$ cat config.mk
export PLATFORM = sky130hd
export DESIGN_NAME = uart_rx_frame_ctrl
export DESIGN_NICKNAME = d
export VERILOG_FILES = /design/src/rtl/uart_rx_frame_ctrl.sv
export SDC_FILE = /design/constraint.sdc
export NUM_CORES = 1
export LEC_CHECK = 0
export CORE_MARGIN = 2
export CORE_UTILIZATION = 51
export CTS_BUF_LIST = sky130_fd_sc_hd__clkbuf_8
export CTS_CLUSTER_DIAMETER = 200
export DETAILED_ROUTE_END_ITERATION = 12
export PLACE_DENSITY = 0.71
export SYNTH_ARGS = -nofsm -noshare
export SYNTH_HDL_FRONTEND = slang
export SYNTH_SLANG_ARGS = --single-unit
$ cat constraint.sdc
create_clock -name clk -period 2.5 [get_ports clk]
set_input_delay 0.625 -clock clk [delete_from_list [all_inputs] [get_ports clk]]
set_output_delay 0.625 -clock clk [all_outputs]
set_load 0.05 [all_outputs]
$ cat src/rtl/uart_rx_frame_ctrl.sv
// uart_rx_frame_ctrl
// Frame controller placed after the UART byte receiver. It parses the byte
// stream [SOF][LEN][PAYLOAD x LEN][CHK], buffers the payload and only releases
// frames whose XOR checksum matches, as a valid/ready byte stream.
// Errors (checksum, length, inter-byte timeout, overrun during drain) are
// reported as a one-cycle frm_err pulse with a sticky err_code.
// Optional feature macro: FRAME_STATS_EN adds good_cnt/err_cnt statistics.
module uart_rx_frame_ctrl #(
    parameter logic [7:0] SOF_BYTE    = 8'hA5,
    parameter int         MAX_LEN     = 16,
    parameter int         TIMEOUT_CYC = 1200
) (
    input  logic        clk,
    input  logic        reset,
    input  logic [7:0]  rx_byte,
    input  logic        rx_byte_valid,
    output logic [7:0]  frm_data,
    output logic        frm_valid,
    input  logic        frm_ready,
    output logic        frm_last,
    output logic        frm_err,
    output logic [1:0]  err_code
`ifdef FRAME_STATS_EN
    ,
    output logic [15:0] good_cnt,
    output logic [15:0] err_cnt
`endif
);

    localparam int IW = $clog2(MAX_LEN + 1);
    localparam int AW = (MAX_LEN > 1) ? $clog2(MAX_LEN) : 1;
    localparam int TW = $clog2(TIMEOUT_CYC + 1);

    localparam logic [TW-1:0] TMO_LAST  = TW'(TIMEOUT_CYC - 1);
    localparam logic [7:0]    MAX_LEN_B = 8'(MAX_LEN);

    localparam logic [1:0] ERR_CHECKSUM = 2'd0;
    localparam logic [1:0] ERR_LENGTH   = 2'd1;
    localparam logic [1:0] ERR_TIMEOUT  = 2'd2;
    localparam logic [1:0] ERR_OVERRUN  = 2'd3;

    typedef enum logic [2:0] {
        ST_IDLE,
        ST_LEN,
        ST_PAYLOAD,
        ST_CHK,
        ST_DRAIN
    } state_t;

    state_t          state;
    logic [IW-1:0]   len;
    logic [IW-1:0]   wr_idx;
    logic [IW-1:0]   rd_idx;
    logic [7:0]      csum;
    logic [TW-1:0]   tmo_cnt;
    logic [7:0]      pay_mem [0:MAX_LEN-1];

    logic [IW-1:0]   last_idx;
    logic [IW-1:0]   rd_next;
    logic            len_bad;
    logic            csum_ok;

    assign last_idx = len - IW'(1);
    assign rd_next  = rd_idx + IW'(1);
    assign len_bad  = (rx_byte == 8'd0) || (rx_byte > MAX_LEN_B);
    assign csum_ok  = (rx_byte == csum);

    // Payload buffer: written once per payload strobe, no reset needed since
    // entries are always written before they are read.
    always_ff @(posedge clk) begin
        if (state == ST_PAYLOAD && rx_byte_valid) begin
            pay_mem[wr_idx[AW-1:0]] <= rx_byte;
        end
    end

    // Frame FSM: parsing, checksum, timeout, drain handshake and error pulses.
    always_ff @(posedge clk or posedge reset) begin
        if (reset) begin
            state     <= ST_IDLE;
            len       <= '0;
            wr_idx    <= '0;
            rd_idx    <= '0;
            csum      <= '0;
            tmo_cnt   <= '0;
            frm_data  <= '0;
            frm_valid <= 1'b0;
            frm_last  <= 1'b0;
            frm_err   <= 1'b0;
            err_code  <= '0;
        end else begin
            frm_err <= 1'b0;
            case (state)
                ST_IDLE: begin
                    tmo_cnt <= '0;
                    if (rx_byte_valid && rx_byte == SOF_BYTE) begin
                        state <= ST_LEN;
                    end
                end

                ST_LEN, ST_PAYLOAD, ST_CHK: begin
                    if (rx_byte_valid) begin
                        tmo_cnt <= '0;
                        case (state)
                            ST_LEN: begin
                                if (len_bad) begin
                                    frm_err  <= 1'b1;
                                    err_code <= ERR_LENGTH;
                                    state    <= ST_IDLE;
                                end else begin
                                    len    <= rx_byte[IW-1:0];
                                    csum   <= rx_byte;
                                    wr_idx <= '0;
                                    state  <= ST_PAYLOAD;
                                end
                            end
                            ST_PAYLOAD: begin
                                csum   <= csum ^ rx_byte;
                                wr_idx <= wr_idx + IW'(1);
                                if (wr_idx == last_idx) begin
                                    state <= ST_CHK;
                                end
                            end
                            ST_CHK: begin
                                if (csum_ok) begin
                                    rd_idx    <= '0;
                                    frm_data  <= pay_mem[0];
                                    frm_valid <= 1'b1;
                                    frm_last  <= (len == IW'(1));
                                    state     <= ST_DRAIN;
                                end else begin
                                    frm_err  <= 1'b1;
                                    err_code <= ERR_CHECKSUM;
                                    state    <= ST_IDLE;
                                end
                            end
                            default: ;
                        endcase
                    end else if (tmo_cnt == TMO_LAST) begin
                        tmo_cnt  <= '0;
                        frm_err  <= 1'b1;
                        err_code <= ERR_TIMEOUT;
                        state    <= ST_IDLE;
                    end else begin
                        tmo_cnt <= tmo_cnt + TW'(1);
                    end
                end

                ST_DRAIN: begin
                    if (rx_byte_valid) begin
                        frm_err  <= 1'b1;
                        err_code <= ERR_OVERRUN;
                    end
                    if (frm_valid && frm_ready) begin
                        if (frm_last) begin
                            frm_valid <= 1'b0;
                            frm_last  <= 1'b0;
                            state     <= ST_IDLE;
                        end else begin
                            rd_idx   <= rd_next;
                            frm_data <= pay_mem[rd_next[AW-1:0]];
                            frm_last <= (rd_next == last_idx);
                        end
                    end
                end

                default: state <= ST_IDLE;
            endcase
        end
    end

`ifdef FRAME_STATS_EN
    // Saturating counters of accepted frames and reported errors.
    always_ff @(posedge clk or posedge reset) begin
        if (reset) begin
            good_cnt <= '0;
            err_cnt  <= '0;
        end else begin
            if (state == ST_CHK && rx_byte_valid && csum_ok && good_cnt != 16'hFFFF) begin
                good_cnt <= good_cnt + 16'd1;
            end
            if (frm_err && err_cnt != 16'hFFFF) begin
                err_cnt <= err_cnt + 16'd1;
            end
        end
    end
`endif

endmodule

Word-level counts from Yosys, hierarchy flattened --
Memories as Yosys holds them, arrays and structs flattened. Index checks and enable logic that the tools add are counted.
Storage, ports and cells: register bits 50, bits in writable memories 128, output and inout bits 13, memories kept 1
Memories:
- pay_mem | depth 16, width 8, rd ports 2, clocked after Yosys merged registers in 0, write ports 1, RTL line 56 | logic [7:0] pay_mem [0:MAX_LEN-1];
Operators by class: add/subtract/negate cells 4, $lt $le $gt $ge 1, equality and inequality tests 25, multiplexer cells 57, bitwise logic cells 2, reductions and logical operators 17
Operators with widths (number):
- 2-to-1 mux 8 bit | 6
- one-hot mux 8 bit (2 select lines) | 2
- 2-to-1 mux 5 bit | 6
- AND reduction 6 bit | 4
- 2-to-1 mux 11 bit | 2
- one-hot mux 11 bit (2 select lines) | 1
- 2-to-1 mux 3 bit | 7
- one-hot mux 5 bit (2 select lines) | 2
- != test 2 bit (second input constant) | 9
- one-hot mux 3 bit (3 select lines) | 2
- 2-to-1 mux 1 bit | 17
- != test 4 bit (second input constant) | 4
- 2-to-1 mux 2 bit | 6
- adder 11 x 1 -> 11 bit (second input constant) | 1
- equality test 11 bit (second input constant) | 1
- adder 5 x 1 -> 5 bit (second input constant) | 2
- equality test 5 bit | 2
- equality test 8 bit | 1
- equality test 8 bit (second input constant) | 1
- greater-than comparator 8 x 5 -> 1 bit (second input constant) | 1
- zero test 8 bit | 1
- one-hot mux 1 bit (2 select lines) | 4
- one-hot mux 2 bit (2 select lines) | 2
- AND reduction 4 bit | 2
- 15 further kinds | 20

Depth between registers and ports, before layout --
depth after elaboration 6, gate-level depth with buffers 8

Worst setup path before layout --
No wires, ideal clock.
path kind input to register, start point in rx_byte_valid, end point mem pay_mem[1][0] (enable), setup time 0.383 ns, arrival 2.355 ns, data required time 2.117 ns, slack -0.238 ns, stages on the path 6, cells stage by stage clkbuf_1 nor4bb_1 buf_2 clkbuf_1 nand2_1 nor3_1
On the way: longest elaborated chain between the ends 3
RTL lines:
- from (decl) | RTL line 16 | input logic rx_byte_valid,
- logical AND 1 bit | RTL line 71 | if (state == ST_PAYLOAD && rx_byte_valid) begin
- 2-to-1 mux 1 bit | RTL line 71
- 2-to-1 mux 1 bit (implied by the code) | RTL line 72 | pay_mem[wr_idx[AW-1:0]] <= rx_byte;
- to (decl) | RTL line 56
No other way between the ends.

Final worst setup path --
start point reg frm_last, end point out frm_last
RTL lines:
- from (decl) | RTL line 20 | output logic frm_last,
- from (signal assigned) | RTL line 128 | frm_last <= (len == IW'(1));
- from (signal assigned) | RTL line 161 | frm_last <= (rd_next == last_idx);
No word-level cell between the ends.

==> metrics.md <==
| Metric | Value |
|---|---|
| Least-Margin Pin Slew | 0.514 ns |
| Pwr dens | 807 nW/um2 |
| Sw frac | 0.303 |
| Period utilization | 0.975 |
| DR vias | 4872 |
| Placed Instance Area | 8840 um2 |
| Layout area overhead | 16.3% |
| # resized after CTS | 0 |
| Synth Cell Area | 7920 um2 |
| Number of global-route vias before repair | 5017 |
| Comb pwr share | 0.291 |
| Num CTS Buffers | 17 |
| Synth warn | 0 |
| Placed cells | 782 |
| Core ar. | 15200 um2 |
| MaxCap Viol Count | 0 |
| Fin. Hold Viols | 0 |
| Final instance area | 9210 um2 |
| Worst rel slew slack | 0.656 |
| R2R depth | 7 |
| Initial Util | 0.521 |
| Max Clock Freq | 0.410 GHz |
| Gate Count Post-Synth | 533 |
| Critical path data arrival time | 1.81 ns |
| Top_reg_cell synth | edfxtp_1 |
| Longest Clk Path Bufs | 2 |
| WL/cell | 20.7 um |
| Syn avg cell area | 14.9 um2 |
| Post-synth EDFFs | 128 |
| Instance count on the critical path | 1 |
| Ys async rst share | 0.281 |
| Final critical-path required period | 2.44 ns |
| Number of diodes | 0 |
| Final Wtd Congestion | 0.883 |
| Layout cells sized above 1 | 0.246 |
| RSZ-0062 raised after global routing | no |
| Worst-Skew Late Latency | 0.45 ns |
| First-pass GRT wire length | 26900 um |
| Clock power share | 0.253 |
| Postcts setup bufs | 0 |
| Kind of end point of the critical path | output port |
| Yosys cell types | 59 |
| I/O Buffers | 24 |
| Setup TNS | 0 ns |
| DP Wirelength | 11400 um |
| Largest net degree at the start of global routing | 51 |
| Num rows | 45 |
| Lkg Pwr | 3.47 nW |
| Die area | 16500 um2 |
| Final hold slack | 0.526 ns |
| Switch Pwr | 2.25 mW |
| Nets | 633 |
| Antenna viol nets, final | 0 |
| Initial antenna violation count | 0 |
| Flops & latches, synth | 178 |
| CP bufs+invs | 1 |
| Vias/cell | 5.99 |
| Final non-filler cell total | 814 |
| I/O pin count | 25 |
| Gr ovfl total | 0 |
| Residual DRC | 0 |
| Peak supply drop | 533 uV |
| Max Slew Vio Count | 0 |
| Sequential cell area fraction in the yosys report | 0.643 |
| CTS tree | yes |
| Total Wirelength | 16800 um |
| Int Power | 5.18 mW |
| Iter 0 DRT Violations | 473 |
| Sequential cell fraction of total power | 0.457 |
| Chip Height | 129 um |
| Final Skew | 0.00956 ns |
| Setup violators final | 0 |
| Htree depth | 4 |
| Die extent in x | 129 um |
| Critical Path Source Type | flip-flop |
| Total global-route track usage | 0.220 |
| Net Count, Synth | 553 |
| CP delay by family, top | buffers and inverters |
| # clock sinks | 178 |
| CP Cell Sequence | clkdlybuf4s50_1 |
| CP peak stage delay | 0.86 ns |
| Clk pin slew, worst setup/hold paths | 0.09 ns |
| Hold buffers post-CTS | 0 |
| Worst-path fanout max | 8 |
| Min-Delay Path Class | in -> async |
| Status | finished, final reports clean |
| Critical path class | reg -> out |
| Worst path slowest cell | clkdlybuf4s50_1 |
| Clk root buf | clkbuf_8 |
| DR pass1 iterations | 5 |
| Required @ worst endpoint | 1.88 ns |
-- cells by family after synthesis --
| group | synth area share |
|---|---|
| buffers and inverters | 0.0238 |
| flip-flops | 0.643 |
| AO/OA/AOI/OAI | 0.0780 |
| XOR/XNOR | 0.0398 |
| AND/OR/NAND/NOR | 0.0861 |
| multiplexers | 0.117 |
| adder cells (fa/ha/maj) | 0.0126 |
-- cell usage in the layout (no fill, tap or decap), drive strengths merged, types with 4 or more instances in the layout --
| cell | instances |
|---|---|
| nor4 | 6 |
| a211oi | 11 |
| nand2 | 42 |
| mux2 | 10 |
| o211ai | 10 |
| a2bb2oi | 9 |
| mux4 | 32 |
| nor2 | 32 |
| buf | 65 |
| o21ai | 21 |
| edfxtp | 128 |
| dfrtp | 50 |
| xor2 | 21 |
| nand2b | 4 |
| and3 | 4 |
| clkbuf | 17 |
| clkinv | 5 |
| inv | 18 |
| ha | 8 |
| nand3 | 11 |
| xnor2 | 15 |
| mux2i | 9 |
| nand4 | 4 |
| nor3 | 9 |
| clkdlybuf4s50 | 24 |
| a21oi | 15 |
-- stage by stage --
step | utilization | setup slack [ns] | power [mW]
2_1_floorplan | - | -0.238 | 4.95
3_3_place_gp | 0.581 | -0.151 | 5.60
3_5_place_dp | 0.581 | -0.193 | 5.65
4_1_cts | 0.606 | 0.0471 | 7.50
5_1_grt | 0.606 | 0.00440 | 7.73
6_report | 0.606 | 0.0620 | 7.43
-- synthesized netlist by cell type (3+ instances only) --
cell / n / share of area
a211oi_1: 6 / 0.0057
a211oi_2: 5 / 0.0079
a21oi_1: 14 / 0.0088
a22o_1: 3 / 0.0033
a2bb2oi_1: 9 / 0.010
and3_1: 4 / 0.0032
buf_2: 10 / 0.0063
clkbuf_1: 12 / 0.0057
dfrtp_1: 50 / 0.16
edfxtp_1: 128 / 0.49
ha_1: 8 / 0.013
inv_1: 13 / 0.0062
mux2_2: 10 / 0.014
mux2i_1: 9 / 0.011
mux4_2: 32 / 0.091
nand2_1: 42 / 0.020
nand2b_1: 4 / 0.0032
nand3_1: 11 / 0.0069
nand4_1: 4 / 0.0032
nand4b_1: 3 / 0.0033
nor2_1: 31 / 0.015
nor3_1: 9 / 0.0057
nor4_1: 6 / 0.0047
o211ai_1: 10 / 0.0095
o21ai_0: 17 / 0.011
o21ai_1: 3 / 0.0019
o31ai_1: 3 / 0.0028
or3_1: 3 / 0.0024
xnor2_1: 15 / 0.017
xor2_1: 21 / 0.023
-- per-layer routing --
| layer | vias up | global-route usage | wire, um |
|---|---|---|---|
| met5 | - | 0 | 0 |
| met3 | 22 | 0.0420 | 866 |
| met2 | 167 | 0.377 | 8640 |
| met1 | 2477 | 0.282 | 7040 |
| li1 | 2206 | - | - |
| met4 | 0 | 0.0806 | 291 |
-- flip-flops by register name (all words and copies together) (netlist names) --
| signal | cells |
|---|---|
| frm_data | 8 |
| err_code | 2 |
| tmo_cnt | 11 |
| wr_idx | 5 |
| pay_mem | 128 |
| frm_err | 1 |
| frm_last | 1 |
| csum | 8 |
| frm_valid | 1 |
| len | 5 |
| state | 3 |
| rd_idx | 5 |
-- final cells by class --
cell class / count / area (um2)
clock buffer: 17 / 234
clock inverter: 15 / 140
fill: 1129 / 5990
inverter: 13 / 48.8
multi-input combinational: 314 / 2650
sequential: 178 / 5100
tap: 188 / 235
timing repair buffer: 89 / 803
-- power by group through the flow --
stage / Combinational, mW / Clock, mW / Sequential [mW]
finish: 2.16 / 1.88 / 3.39
floorplan: 1.27 / 0 / 3.68
global route: 2.31 / 2.02 / 3.41
detailed placement: 2.19 / 0 / 3.45
CTS: 2.20 / 1.91 / 3.39
global placement: 2.15 / 0 / 3.45
-- final timing paths --
path | slack, ns | end | start
min reg2reg | 0.53 | csum[4] | csum[4]
max reg2reg | 0.27 | state[0] | len[0]
min | 0.53 | rd_idx[4] | reset
min in group clk | 0.53 | csum[4] | csum[4]
max in group asynchronous | 1.72 | len[3] | reset
max | 0.06 | frm_last | frm_last
Power figures use the tool's default switching activity.
